<file path="src/rtl/aes_hpc_word_bridge_pkg.sv">
// Shared constants, sizing helpers and FSM encodings for the AES word bridge.
// The optional key-reuse path is selected by AES_BRIDGE_KEY_REUSE_EN (see the top).
package aes_hpc_word_bridge_pkg;

  localparam int WORD_W          = 32;
  localparam int WORDS_PER_SHARE = 4;

  function automatic int nwords(input int shares);
    return WORDS_PER_SHARE * shares;
  endfunction

  function automatic int cnt_width(input int n);
    return (n <= 2) ? 1 : $clog2(n);
  endfunction

  typedef logic [1:0] in_state_t;
  localparam in_state_t IN_LOAD_KEY = 2'd0;
  localparam in_state_t IN_LOAD_PT  = 2'd1;
  localparam in_state_t IN_ISSUE    = 2'd2;

  typedef logic out_state_t;
  localparam out_state_t OUT_CAPTURE = 1'b0;
  localparam out_state_t OUT_SEND    = 1'b1;

endpackage

</file>
<file path="src/rtl/aes_hpc_word_bridge_serializer.sv">
// Captures one 128*d-bit sharing on a valid/ready handshake and replays it as
// NW 32-bit words, lowest word first; usable in front of any 128*d-bit source.
module aes_hpc_word_serializer
  import aes_hpc_word_bridge_pkg::*;
#(
  parameter int d = 2
) (
  input  logic                clk,
  input  logic                rst,
  input  logic [128*d-1:0]    shares_in,
  input  logic                in_valid,
  output logic                in_ready,
  output logic                word_valid,
  input  logic                word_ready,
  output logic [WORD_W-1:0]   word,
  output logic                word_last
);

  localparam int NW = nwords(d);
  localparam int CW = cnt_width(NW);
  localparam logic [CW-1:0] LAST_IDX = CW'(NW - 1);

  out_state_t        state_q, state_d;
  logic [CW-1:0]     cnt_q, cnt_d;
  logic [WORD_W-1:0] buf_q [NW];
  logic              capture;

  always_comb begin
    state_d = state_q;
    cnt_d   = cnt_q;
    capture = 1'b0;
    case (state_q)
      OUT_CAPTURE: begin
        if (in_valid) begin
          capture = 1'b1;
          cnt_d   = '0;
          state_d = OUT_SEND;
        end
      end
      default: begin
        if (word_ready) begin
          if (cnt_q == LAST_IDX) begin
            cnt_d   = '0;
            state_d = OUT_CAPTURE;
          end else begin
            cnt_d = cnt_q + 1'b1;
          end
        end
      end
    endcase
  end

  always_ff @(posedge clk) begin
    if (rst) begin
      state_q <= OUT_CAPTURE;
      cnt_q   <= '0;
    end else begin
      state_q <= state_d;
      cnt_q   <= cnt_d;
    end
  end

  // Buffer is written only in CAPTURE, so it stays frozen for the whole SEND.
  for (genvar gi = 0; gi < NW; gi++) begin : g_buf
    always_ff @(posedge clk) begin
      if (rst) begin
        buf_q[gi] <= '0;
      end else if (capture) begin
        buf_q[gi] <= shares_in[WORD_W*gi +: WORD_W];
      end
    end
  end

  assign in_ready   = (state_q == OUT_CAPTURE);
  assign word_valid = (state_q == OUT_SEND);
  assign word_last  = word_valid && (cnt_q == LAST_IDX);
  assign word       = buf_q[cnt_q];

endmodule

</file>
<file path="src/rtl/aes_hpc_word_bridge.sv">
// Word-stream front end for the masked AES core: loads key/plaintext sharings
// from 32-bit words, issues them, and serializes ciphertexts back to words.
// Define AES_BRIDGE_KEY_REUSE_EN to add key_reuse (skip the key load next time).
module aes_hpc_word_bridge
  import aes_hpc_word_bridge_pkg::*;
#(
  parameter int d = 2
) (
  input  logic               clk,
  input  logic               rst,
`ifdef AES_BRIDGE_KEY_REUSE_EN
  input  logic               key_reuse,
`endif
  input  logic               in_word_valid,
  output logic               in_word_ready,
  input  logic [31:0]        in_word,
  output logic               aes_in_valid,
  input  logic               aes_in_ready,
  output logic [128*d-1:0]   aes_shares_key,
  output logic [128*d-1:0]   aes_shares_plaintext,
  input  logic [128*d-1:0]   aes_shares_ciphertext,
  input  logic               aes_out_valid,
  output logic               aes_out_ready,
  output logic               out_word_valid,
  input  logic               out_word_ready,
  output logic [31:0]        out_word,
  output logic               out_word_last
);

  localparam int NW = nwords(d);
  localparam int CW = cnt_width(NW);
  localparam logic [CW-1:0] LAST_IDX = CW'(NW - 1);

  in_state_t         state_q, state_d;
  logic [CW-1:0]     cnt_in_q, cnt_in_d;
  logic [WORD_W-1:0] key_q [NW];
  logic [WORD_W-1:0] pt_q  [NW];
  logic              in_hs;
  logic              key_we;
  logic              pt_we;
  logic              next_is_pt;

`ifdef AES_BRIDGE_KEY_REUSE_EN
  assign next_is_pt = key_reuse;
`else
  assign next_is_pt = 1'b0;
`endif

  // Ready depends only on the registered state, never on in_word_valid.
  assign in_word_ready = (state_q != IN_ISSUE);
  assign aes_in_valid  = (state_q == IN_ISSUE);
  assign in_hs         = in_word_valid && in_word_ready;
  assign key_we        = in_hs && (state_q == IN_LOAD_KEY);
  assign pt_we         = in_hs && (state_q == IN_LOAD_PT);

  always_comb begin
    state_d  = state_q;
    cnt_in_d = cnt_in_q;
    case (state_q)
      IN_LOAD_KEY, IN_LOAD_PT: begin
        if (in_hs) begin
          if (cnt_in_q == LAST_IDX) begin
            cnt_in_d = '0;
            state_d  = (state_q == IN_LOAD_KEY) ? IN_LOAD_PT : IN_ISSUE;
          end else begin
            cnt_in_d = cnt_in_q + 1'b1;
          end
        end
      end
      IN_ISSUE: begin
        if (aes_in_ready) begin
          state_d = next_is_pt ? IN_LOAD_PT : IN_LOAD_KEY;
        end
      end
      default: begin
        state_d  = IN_LOAD_KEY;
        cnt_in_d = '0;
      end
    endcase
  end

  always_ff @(posedge clk) begin
    if (rst) begin
      state_q  <= IN_LOAD_KEY;
      cnt_in_q <= '0;
    end else begin
      state_q  <= state_d;
      cnt_in_q <= cnt_in_d;
    end
  end

  for (genvar gi = 0; gi < NW; gi++) begin : g_in_buf
    always_ff @(posedge clk) begin
      if (rst) begin
        key_q[gi] <= '0;
        pt_q[gi]  <= '0;
      end else begin
        if (key_we && (cnt_in_q == CW'(gi))) begin
          key_q[gi] <= in_word;
        end
        if (pt_we && (cnt_in_q == CW'(gi))) begin
          pt_q[gi] <= in_word;
        end
      end
    end
    assign aes_shares_key[WORD_W*gi +: WORD_W]       = key_q[gi];
    assign aes_shares_plaintext[WORD_W*gi +: WORD_W] = pt_q[gi];
  end

  aes_hpc_word_serializer #(
    .d (d)
  ) u_serializer (
    .clk        (clk),
    .rst        (rst),
    .shares_in  (aes_shares_ciphertext),
    .in_valid   (aes_out_valid),
    .in_ready   (aes_out_ready),
    .word_valid (out_word_valid),
    .word_ready (out_word_ready),
    .word       (out_word),
    .word_last  (out_word_last)
  );

endmodule

</file>
<file path="config.mk">
export PLATFORM = sky130hd
export DESIGN_NAME = aes_hpc_word_bridge
export DESIGN_NICKNAME = d
export VERILOG_FILES = /design/src/rtl/aes_hpc_word_bridge_pkg.sv /design/src/rtl/aes_hpc_word_bridge_serializer.sv /design/src/rtl/aes_hpc_word_bridge.sv
export SDC_FILE = /design/constraint.sdc
export NUM_CORES = 1
export LEC_CHECK = 0
export CAP_MARGIN = 40
export CORE_AREA = 2 2 324 326
export CTS_CLUSTER_SIZE = 24
export DETAILED_ROUTE_END_ITERATION = 6
export DIE_AREA = 0 0 326 328
export PLACE_DENSITY = 0.6
export SYNTH_ARGS = -nofsm -noshare
export SYNTH_HDL_FRONTEND = slang
export SYNTH_HIERARCHICAL = 1
export SYNTH_SLANG_ARGS = --single-unit
</file>
<file path="constraint.sdc">
create_clock -name clk -period 17.5 [get_ports clk]
set_input_delay 3.5 -clock clk [delete_from_list [all_inputs] [get_ports clk]]
set_output_delay 3.5 -clock clk [all_outputs]
set_load 0.005 [all_outputs]
</file>
Yosys cells after proc, flatten, opt, wreduce, memory -nomap -nowiden --
Memories as Yosys holds them, arrays and structs flattened. A register that Yosys moved wholly into a read port is not among the register bits. Index checks and enable logic that the tools add are counted.
Word-level totals: memories kept 3, bits of input ports 294, bits in writable memories 768, register bits 9, logic and storage cells 173
Cells by class: add/subtract/negate cells 2, equality and inequality tests 15, multiplexer cells 96, reduce and logical (&&, ||, !) cells 27, bitwise operators 26
Memory list:
- key_q | depth 8, width 32, read ports 8, clocked after Yosys merged registers in 0, wr ports 8, line aes_hpc_word_bridge.sv:36 | logic [WORD_W-1:0] key_q [NW];
- pt_q | depth 8, width 32, read ports 8, clocked after Yosys merged registers in 0, wr ports 8, line aes_hpc_word_bridge.sv:37 | logic [WORD_W-1:0] pt_q [NW];
- u_serializer.buf_q | depth 8, width 32, read ports 1, clocked after Yosys merged registers in 1, wr ports 8, line aes_hpc_word_bridge_serializer.sv:25 | logic [WORD_W-1:0] buf_q [NW];
Operators with widths (count):
- $mux 32 | 24
- $mux 1 | 58
- $mux 3 | 8
- $or 1x1->1 | 24
- $logic_and 1x1->1 | 20
- $eq 3x3->1 const B | 5
- $mux 2 | 4
- $ne 2x2->1 const B | 4
- $add 3x1->3 const B | 2
- $eq 3x2->1 const B | 2
- $pmux 3 s2 | 1
- $pmux 2 s2 | 1
- $reduce_and 2->1 | 2
- $eq 3x1->1 const B | 1
- $logic_not 3->1 | 1
- $reduce_and 3->1 | 1
- $eq 2x1->1 const B | 1
- $eq 2x2->1 const B | 1
- $logic_not 2->1 | 1
- $ne 2x1->1 const B | 1
- $not 1->1 | 2
- $reduce_bool 2->1 | 1
- $reduce_or 2->1 | 1

Depth between registers and ports, before layout --
depth after elaboration 8, mapped depth 8, depth with buffers taken out 5

Hierarchy --
Netlist, hierarchy kept.
By module, submodules not included:
- aes_hpc_word_bridge | instances 1, area each 19622.6 sq um, cells an instance 1308
- aes_hpc_word_serializer | instances 1, area each 11768.8 sq um, cells an instance 679

Worst setup path before layout --
Ideal clock, no wire load.
path kind input to register, from input port rst, to memory u_serializer.buf_q[0][0], enable pin, path buffers 0, data required time 16.836 ns, setup slack 7.209 ns, stages on the path 1, data arrival time 9.627 ns, path through nand2b_1
RTL lines:
- start, declared | line aes_hpc_word_bridge.sv:10 | input logic rst,
- end, declared | line aes_hpc_word_bridge_serializer.sv:25

==> summary.md <==
| Metric | Value |
|---|---|
| Status | finished clean |
| Clock-pin slew on the worst setup and hold paths | 60 ps |
| Pwr per Cell Area | 97.0 mW/mm² |
| Count of final setup violators | 0 |
| Gr ovfl total | 0 |
| Placed inst area | 0.0414 mm² |
| Post-Syn Instances | 1987 |
| 1st-pass router iterations | 7 |
| Post-DRT Antenna Nets | 0 |
| Endpoint class of the critical path | output port |
| Register bit total from synthesis | 780 |
| Post-CTS sizing | 0 |
| CTS max path bufs | 3 |
| Hold Crit Class | flip-flop to flip-flop |
| First-pass GRT wire length | 149 mm |
| Adder-cell area share of the yosys netlist | 0.319% |
| Worst skew pair latency | 660 ps |
| Initial antenna violation count | 15 |
| Worst Path Required | 14000 ps |
| CTS tree | done |
| Vias/cell | 4.70 |
| Total CTS buffers | 84 |
| Share of cells above drive strength 1 | 11.1% |
| Vias in the first global route | 19476 |
| FMAX | 0.142 GHz |
| Syn_nets | 2289 |
| GP Congestion | 0.804 |
| Routed via count | 19894 |
| Final wirelength | 108 mm |
| I/O Buffers | 842 |
| Synth Flop Type | edfxtp_1 |
| # Max-Cap Violations | 0 |
| Top-count cell post-synth | edfxtp_1 |
| Largest fanout on the critical path | 44 |
| Die X | 326 µm |
| Asr flop ratio synth | 0% |
| Syn. warnings | 6 |
| Root Buffer | clkbuf_16 |
| Pleak | 15.5 nW |
| CP arrival | 3550 ps |
| CTS H-tree depth | 3 |
| Worst hold margin | 552 ps |
| Hold Vio Cnt, Final | 0 |
| Netlist cell types | 41 |
| Die Footprint | 0.107 mm² |
| Avg Cell Area, Syn | 15.8 µm² |
| Largest net degree at the start of global routing | 87 |
| Core area | 0.103 mm² |
| Site Rows | 118 |
| CP max stage delay | 730 ps |
| Initial drt markers | 1809 |
| Synth cell count leaders | edfxtp_1, nor2_1, and2_1 |
| GRT Util Overall | 19.7% |
| Post-synthesis mux area share | 6.33% |
| Clk_skew | 33.3 ps |
| Mapped Area | 0.0314 mm² |
| Critical Path Source Type | flip-flop |
| VDD IR-drop max | 0.0631 mV |
| Critical path's slowest cell | buf_4 |
| Largest family of logic cells by synthesized area | simple AND/OR/NAND/NOR gates |
| Post-CTS Setup Repair Bufs | 0 |
| Max Slew Vio Count | 0 |
| Final Cycle Share | 40.3% |
| RSZ-0062 raised after global routing | false |
| Initial Util | 30.4% |
| # hold bufs at CTS | 0 |
| Yosys top cell area share | 73.5% |
| Utilization after layout | 42.7% |
| Synth Area in XOR/XNOR | 0% |
| Synth-to-Final Area Change | 40.3% |
| Post-synthesis sequential area ratio | 74.2% |
| DR WL/cell | 25.6 µm |
| Critical Setup Path Class | flip-flop to output port |
| Sinks on Clock Net | 780 |
| Min cycle time layout | 7050 ps |
| CP cell instances | buf_4 -> mux4_1 -> mux2_4 -> clkdlybuf4s50_1 |
| Complex-gate fraction of the synthesized area | 0.662% |
| Post-synthesis simple-gate area fraction | 15.2% |
| Number of synthesized flops with an enable pin | 768 |
| DRC | 0 |
| Fin area | 0.0440 mm² |
| Post-route setup slack | 10450 ps |
| Nets | 3090 |
| Setup TNS | 0 ps |
| Pre-CTS setup slack | 10880 ps |
| Slew HR | 34.1% |
| Die Y | 328 µm |
| I/O pins | 843 |
| Area leader, netlist | edfxtp_1 |
| HPWL after DPL | 80.2 mm |
| Top cells by area, synth | edfxtp_1, and2_1, nor2_1 |
| Worst-margin pin slew | 988 ps |
==> routing by layer <==
metal	vias to the layer above	track usage [%]	routed length, µm
li1	8802	-	-
met1	9916	22.5	39500
met2	991	34.1	55200
met3	173	6.11	9580
met4	12	7.97	4010
met5	-	0	80
==> sequential cells by signal, indices dropped and copies added (netlist names), named ones only <==
register and cells:
key_q 256, pt_q 256, u_serializer/buf_q 256, cnt_in_q 3, u_serializer/cnt_q 3, state_q 2, u_serializer/word_valid 1
==> worst paths after layout <==
kind	start	end	slack, ps	cells past startpoint
max	flip-flop	out_word[11]	10450	4
min	u_serializer/cnt_q[1]	flip-flop	550	2
max reg2reg	u_serializer/word_valid	u_serializer/buf_q[7][9]	14460	6
min reg2reg	u_serializer/cnt_q[1]	flip-flop	550	2
==> where the power goes <==
part           switching (mW)  leakage, nW  internal (mW)
clock network           0.743         1.25          0.954
logic                   0.183         6.10          0.207
registers              0.0333         8.17           2.15
total                   0.960         15.5           3.31
==> through the flow <==
step,total power [mW],instances
floorplan,2.35,1987
global placement,2.61,4061
detailed placement,2.62,4082
CTS,4.31,4229
global route,4.40,4237
finish,4.27,4237
==> cells in the final DEF, fill, tap and decap left out, drive strengths merged, types with 4 or more instances in the layout <==
cell	synthesis	final
and2	257	257
ha	8	8
clkdlybuf4s50	0	841
inv	38	43
a31o	7	7
edfxtp	768	768
nand3b	35	35
mux4	64	64
nor3	128	128
clkinv	0	27
clkbuf	61	109
diode	0	8
or3b	35	35
mux2	32	32
nor2	391	391
buf	111	46
nand4b	4	4
a41o	6	6
dfxtp	12	12
nand4bb	5	5
bufinv	0	4
==> final cells by class <==
| class | count | area, µm² |
|---|---|---|
| fillers | 9363 | 59200 |
| diodes | 8 | 20.0 |
| clock buffers | 109 | 2210 |
| repair buffers | 887 | 9090 |
| flip-flops and latches | 780 | 23300 |
| clock inverters | 38 | 377 |
| multi-input cells | 997 | 7170 |
| inverters | 38 | 143 |
| well taps | 1380 | 1730 |
==> worst max-delay path, delay by kind of cell, from the launching register on <==
kind	cells	cell delay (ps)
buffers and inverters	2	1220
flip-flops	1	620
multiplexers	2	960
==> logic make-up after synthesis <==
group,Yosys count
compound gates,24
fa+ha+maj,8
buf+inv,210
flops,780
mux,98
simple gates,867
No activity file was read; power rests on OpenSTA's default activity.
==> patch 1 (same settings) <==
`d` is set to 2 in 2 places; all go to 1.
--- a/src/rtl/aes_hpc_word_bridge_serializer.sv
+++ b/src/rtl/aes_hpc_word_bridge_serializer.sv
@@ -3,7 +3,7 @@
 module aes_hpc_word_serializer
   import aes_hpc_word_bridge_pkg::*;
 #(
-  parameter int d = 2
+  parameter int d = 1
 ) (
   input  logic                clk,
   input  logic                rst,
--- a/src/rtl/aes_hpc_word_bridge.sv
+++ b/src/rtl/aes_hpc_word_bridge.sv
@@ -4,7 +4,7 @@
 module aes_hpc_word_bridge
   import aes_hpc_word_bridge_pkg::*;
 #(
-  parameter int d = 2
+  parameter int d = 1
 ) (
   input  logic               clk,
   input  logic               rst,
Ports: changed (resized aes_shares_ciphertext, aes_shares_key and aes_shares_plaintext); port bits go from 843 to 459. No check against the original RTL was run, so the function may have changed too.
==> patch 1 against the unedited design <==
  * Setup slack gained 0.91 ns
  * Power is 48% lower
  * Global-route usage is 9.6 points lower
  * Synthesized area down 51%
  * Routed wire length decreased by 49%
  * Via count decreased by 52%
  * Sequential cell count down 387
  * Clock power shrank 46%
  * Final area down 48%
  * Sequential share of layout area decreased by 2.0 points
  * Final cell count fell by 33%
  * Non-clock buffer count is 406 lower
  * Sequential power down 50%
  * Critical endpoint is now out_word[23]
  * Largest cell class unchanged
  * Largest power group unchanged
==> patch 1: results (changes against the unedited design) <==
status: "finished clean"  # unchanged
fin_skew_ns: 0.0170  # was 0.0333 ns
seq_area_frac_synth_pct: 76.3  # was 74.2%
hold_depth: 2  # unchanged
fillers: 10875  # was 9363
crit_fanout: 32  # was 44
synth_commonest_cells: "384 x edfxtp_1, 198 x nor2_1, 129 x and2_1"  # was 768 x edfxtp_1, 391 x nor2_1, 257 x and2_1
io_buffers: 458  # was 842
cp_slowest_cell: "mux4_1"  # was buf_4
grt_pass1_wl_mm: 76.7  # was 149 mm
root_buffer: "clkbuf_16"  # unchanged
worst_hold_path_type: "reg2reg"  # unchanged
grt_pass1_vias: 10111  # was 19.5k
first_pass_iters: 5  # was 7
post_cts_resized: 0  # unchanged
yosysWarnings: 6  # unchanged
grt_max_degree: 109  # was 87
synth_nets: 1128  # was 2289
drtIter0Drc: 560  # was 1809
ir_drop_v: 0.0000836  # was 0.0000631 V
post_cts.repair.setup_buffers: 0  # unchanged
synth_edf_count: 384  # was 768
post_drt_wl_per_cell_um: 19.6  # was 25.6 um
synth.area.top_cells: "edfxtp_1 75%, and2_1 5.3%, nor2_1 4.8%, mux4_2 3.8%, nor2_2 2.4%"  # was edfxtp_1 73%, and2_1 5.1%, nor2_1 4.7%, mux4_2 2.6%, mux4_1 2.3%
cts.reportedPaths.clkPinSlew_ns: 0.06  # about the same
dp_hpwl_mm: 39.9  # was 80.2 mm
synth_cell_types: 35  # was 41
cpLargestDelayFamily: "buffers and inverters"  # unchanged
synth_fa_ha_area_share_pct: 0.408  # was 0.319%
drive_above_1_share_pct: 13.7  # was 11.1%
tightest_slew_ns: 0.826  # was 0.988 ns
final_nets: 1594  # was 3090
numCtsBuffers: 46  # was 84
rr_startpoint: "state_q[0]$_SDFFE_PP0P_"  # was u_serializer/word_valid$_SDFF_PP0_
max_stage_delay_ns: 0.64  # was 0.73 ns
synth_compound_area_share_pct: 0.816  # was 0.662%
dpl_worst_slack_ns: 11.66  # was 10.88 ns
clk_latency_ns: 0.58  # was 0.66 ns
min_from: "u_serializer/cnt_q[0]$_SDFFE_PP0P_"  # was u_serializer/cnt_q[1]$_SDFFE_PP0P_
reg_top3: "key_q (128), pt_q (128), u_serializer/buf_q (128)"  # was key_q (256), pt_q (256), u_serializer/buf_q (256)
dr_total_vias: 9558  # was 19.9k
place.gp.congestion: 0.745  # was 0.804
grt_usage_pct: 10.1  # was 19.7%
synthMuxAreaShare_pct: 4.99  # was 6.33%
cts_max_path_buffers: 3  # unchanged
final-hold-violation-count: 0  # unchanged
p_leak_nw: 7.82  # was 15.5 nW
r2r.worst_path.cells: 3  # was 6
antenna_found_initial: 4  # was 15
synth_xor_xnor_area_share_pct: 0  # unchanged
async_flop_share_pct: 0  # unchanged
cts-htree-levels: 2  # was 3
critPathLaunchType: "register"  # unchanged
arrival_ns: 2.64  # was 3.55 ns
-- patch 1: cell count changes in the layout (fill, tap and decap cells not counted), sizes merged, moves of 54 or more --
cell,before,now
nor3,128,0
clkdlybuf4s50,841,457
clkbuf,109,55
edfxtp,768,384
and2,257,129
nor2,391,258
-- patch 1: worst min-delay path: stages (launching register included) --
cell      delay, ns
dfxtp_1        0.32
nand2b_1       0.07
o22ai_1        0.08
-- patch 1: routing by layer --
metal  vias up  global-route usage (%)  share of wire (%)
li1       4351                       -                  -
met1      4646                    11.8                 40
met2       499                    15.6                 44
met3        62                    6.11                 14
met4         0                    2.50                1.9
met5         -                       0                  0
-- patch 1: power breakdown --
group	total, mW	switching, mW	internal, mW	leakage, nW
sequential	1.10	0.0154	1.09	4.12
combinational	0.227	0.109	0.118	3.01
clock	0.911	0.392	0.520	0.681
total	2.24	0.516	1.73	7.82
-- patch 1: kinds of logic (layout without fill, tap and decap cells) --
kind of cell    count (synthesis)  in the layout
mux                            34             34
fa+ha+maj                       5              5
flops                         393            393
other cells                     0              3
compound gates                 16             16
simple gates                  442            442
buf+inv                        67            564
-- patch 1: area by class of cell --
class / count / area share (%)
Timing Repair Buffer: 481 / 21.2
Tap cell: 1380 / 7.51
Antenna cell: 3 / 0.0326
Clock inverter: 24 / 0.794
Inverter: 4 / 0.0653
Sequential cell: 393 / 50.9
Clock buffer: 55 / 5.24
Multi-Input combinational cell: 497 / 14.2
-- patch 1: final timing paths --
check                              endpoint  slack (ns)
setup reg to reg  pt_q[1][22]$_SDFFCE_PN0P_       15.05
hold / removal                     register        0.53
hold reg to reg                    register        0.53
setup / recovery               out_word[23]       11.36
-- patch 1: stage by stage --
stage | hold WS, ns | cell area (um2) | cells | utilization (%) | power, mW
after CTS | 0.528 | 23000 | 2834 | 22.3 | 2.28
after global routing | 0.560 | 23000 | 2834 | 22.3 | 2.32
final | 0.531 | 23000 | 2837 | 22.3 | 2.24
after global placement | 0.506 | 21400 | 2746 | 20.8 | 1.35
after detailed placement | 0.518 | 21600 | 2755 | 20.9 | 1.36
after floorplan | 0.475 | 15300 | 957 | - | 1.19
==> patch 2 (config.mk and constraints unchanged) <==
Made on the original files. Add a define of `AES_BRIDGE_KEY_REUSE_EN`.
--- a/src/rtl/aes_hpc_word_bridge.sv
+++ b/src/rtl/aes_hpc_word_bridge.sv
@@ -1,6 +1,8 @@
 // Word-stream front end for the masked AES core: loads key/plaintext sharings
 // from 32-bit words, issues them, and serializes ciphertexts back to words.
 // Define AES_BRIDGE_KEY_REUSE_EN to add key_reuse (skip the key load next time).
+`define AES_BRIDGE_KEY_REUSE_EN
+
 module aes_hpc_word_bridge
   import aes_hpc_word_bridge_pkg::*;
 #(
Ports: changed (added key_reuse); port bits go from 843 to 844. No check against the original RTL was run, so the function may have changed too.
==> patch 2 against the unedited design <==
  * Power increased by 1.5%
  * Maximum frequency decreased by 0.46%
  * Routed wire length increased by 7.3%
  * Synthesized area decreased by 0.12%
  * First-iteration DRC count increased by 2.8%
  * Sequential power about the same
  * Setup slack got worse by 0.033 ns
  * Synthesized cell count decreased by 5.7%
  * Sequential cell count unchanged
  * Critical path depth unchanged
  * Final area increased by 0.77%
  * Largest cell class unchanged
  * Largest power group unchanged
==> patch 2: results (changes against the unedited design) <==
numCtsBuffers: 88  # was 84
crit_end: "out_word[25]"  # was out_word[11]
met2_length_mm: 54.4  # was 55.2 mm
post_drt_wl_per_cell_um: 27.7  # was 25.6 um
dp_hpwl_mm: 81.1  # was 80.2 mm
dpl_worst_slack_ns: 11.00  # was 10.88 ns
drive_above_1_share_pct: 10.2  # was 11.1%
grt_pass1_wl_mm: 160  # was 149 mm
grt_pass1_vias: 20302  # was 19.5k
fillers: 9143  # was 9363
drtIter0Drc: 1860  # was 1809
dr_total_vias: 19463  # was 19.9k
yosysWarnings: 6  # unchanged
seq_area_frac_synth_pct: 74.3  # was 74.2%
crit_fanout: 37  # was 44
grt_max_degree: 190  # was 87
fin_skew_ns: 0.0255  # was 0.0333 ns
max_stage_delay_ns: 0.71  # was 0.73 ns
ir_drop_v: 0.0000840  # was 0.0000631 V
worstReg2RegEnd: "u_serializer/buf_q[5][28]$_SDFFCE_PN0P_"  # was u_serializer/buf_q[7][9]$_SDFFCE_PN0P_
grt.met2_usage_pct: 33.9  # was 34.1%
synth_commonest_cells: "769 x and2_1, 768 x edfxtp_1, 83 x clkbuf_1"  # was 768 x edfxtp_1, 391 x nor2_1, 257 x and2_1
synth_nets: 2176  # was 2289
synth_cell_types: 38  # was 41
tightest_slew_ns: 1.06  # was 0.988 ns
place.gp.congestion: 0.852  # was 0.804
r2r_slack_ns: 14.81  # was 14.46 ns
wl_met1_mm: 44.9  # was 39.5 mm
route.top_layer_used: "met5"  # unchanged
grt_usage_pct: 21.2  # was 19.7%
io_buffers: 843  # was 842
path_class: "reg2out"  # unchanged
antenna_found_initial: 23  # was 15
status: "finished clean"  # unchanged
synth.area.top_cells: "edfxtp_1 74%, and2_1 15%, mux4_2 2.6%, mux4_1 2.3%, clkbuf_1 0.99%"  # was edfxtp_1 73%, and2_1 5.1%, nor2_1 4.7%, mux4_2 2.6%, mux4_1 2.3%
p_leak_nw: 16.3  # was 15.5 nW
final_nets: 3032  # was 3090
cp_slowest_cell: "dfxtp_4"  # was buf_4
globalRouteMet3Util_pct: 9.72  # was 6.11%
wl_met3_mm: 13.9  # was 9.58 mm
gr-usage-met1_pct: 25.7  # was 22.5%
setup_ws_ns: 10.41  # was 10.45 ns
arrival_ns: 3.59  # was 3.55 ns
patch 2: cell count changes after synthesis, moves of 19 or more:
cell and delta:
buf_2 -62, clkbuf_1 +28, nand3b_1 -35, or3b_1 -34, inv_1 -33, and2_1 +512
nor3_2 -55, nor3_1 -68, clkbuf_2 +19, nor2_1 -370
patch 2: worst min path at each step:
stage                                             startpoint                  endpoint  slack (ns)
after floorplan                     cnt_in_q[1]$_SDFFE_PP0P_  cnt_in_q[1]$_SDFFE_PP0P_        0.48
after global placement    u_serializer/cnt_q[1]$_SDFFE_PP0P_                  register        0.50
after detailed placement            cnt_in_q[1]$_SDFFE_PP0P_  cnt_in_q[1]$_SDFFE_PP0P_        0.52
after CTS                           cnt_in_q[1]$_SDFFE_PP0P_  cnt_in_q[1]$_SDFFE_PP0P_        0.53
after global routing      u_serializer/cnt_q[1]$_SDFFE_PP0P_                  register        0.57
final                               cnt_in_q[1]$_SDFFE_PP0P_  cnt_in_q[1]$_SDFFE_PP0P_        0.53
patch 2: logic make-up (layout without fill, tap and decap cells):
group / after synthesis / in the layout / synth area share (%)
buffers and inverters: 140 / 1065 / 2.05
AND/OR/NAND/NOR: 822 / 822 / 16.4
other: 0 / 14 / 0
flip-flops: 780 / 780 / 74.3
AO/OA/AOI/OAI: 26 / 26 / 0.591
adder cells (fa/ha/maj): 8 / 8 / 0.319
multiplexers: 97 / 97 / 6.31
patch 2: power by group:
part | switching, mW | total, mW | internal (mW)
combinational | 0.186 | 0.389 | 0.203
sequential | 0.0307 | 2.18 | 2.15
clock | 0.771 | 1.77 | 0.996
total | 0.988 | 4.34 | 3.35
patch 2: cell type report:
type / instances / area [um2] / share of cell area, %
Antenna cell: 14 / 35.0 / 0.0789
Clock buffer: 107 / 2290 / 5.17
Sequential cell: 780 / 23300 / 52.5
Clock inverter: 52 / 417 / 0.939
Tap cell: 1380 / 1730 / 3.89
Multi-Input combinational cell: 953 / 7520 / 17.0
Timing Repair Buffer: 901 / 9050 / 20.4
Inverter: 5 / 18.8 / 0.0423
patch 2: worst register-to-register path, stage by stage (launching register included):
cell and delay (ns):
dfxtp_1 0.42, nand2b_1 0.28, nor2_4 0.10, buf_4 0.58, buf_4 0.56, buf_16 0.35
and2_1 0.27
patch 2: metrics by stage:
stage / hold slack [ns] / total power, mW / cells / instance area [um2] / utilization (%)
finish: 0.529 / 4.34 / 4192 / 44400 / 43.0
global route: 0.574 / 4.47 / 4185 / 44400 / 43.0
CTS: 0.528 / 4.38 / 4178 / 44300 / 43.0
detailed placement: 0.516 / 2.61 / 4019 / 41600 / 40.3
global placement: 0.503 / 2.60 / 4001 / 41300 / 40.0
floorplan: 0.483 / 2.33 / 1873 / 31400 / -
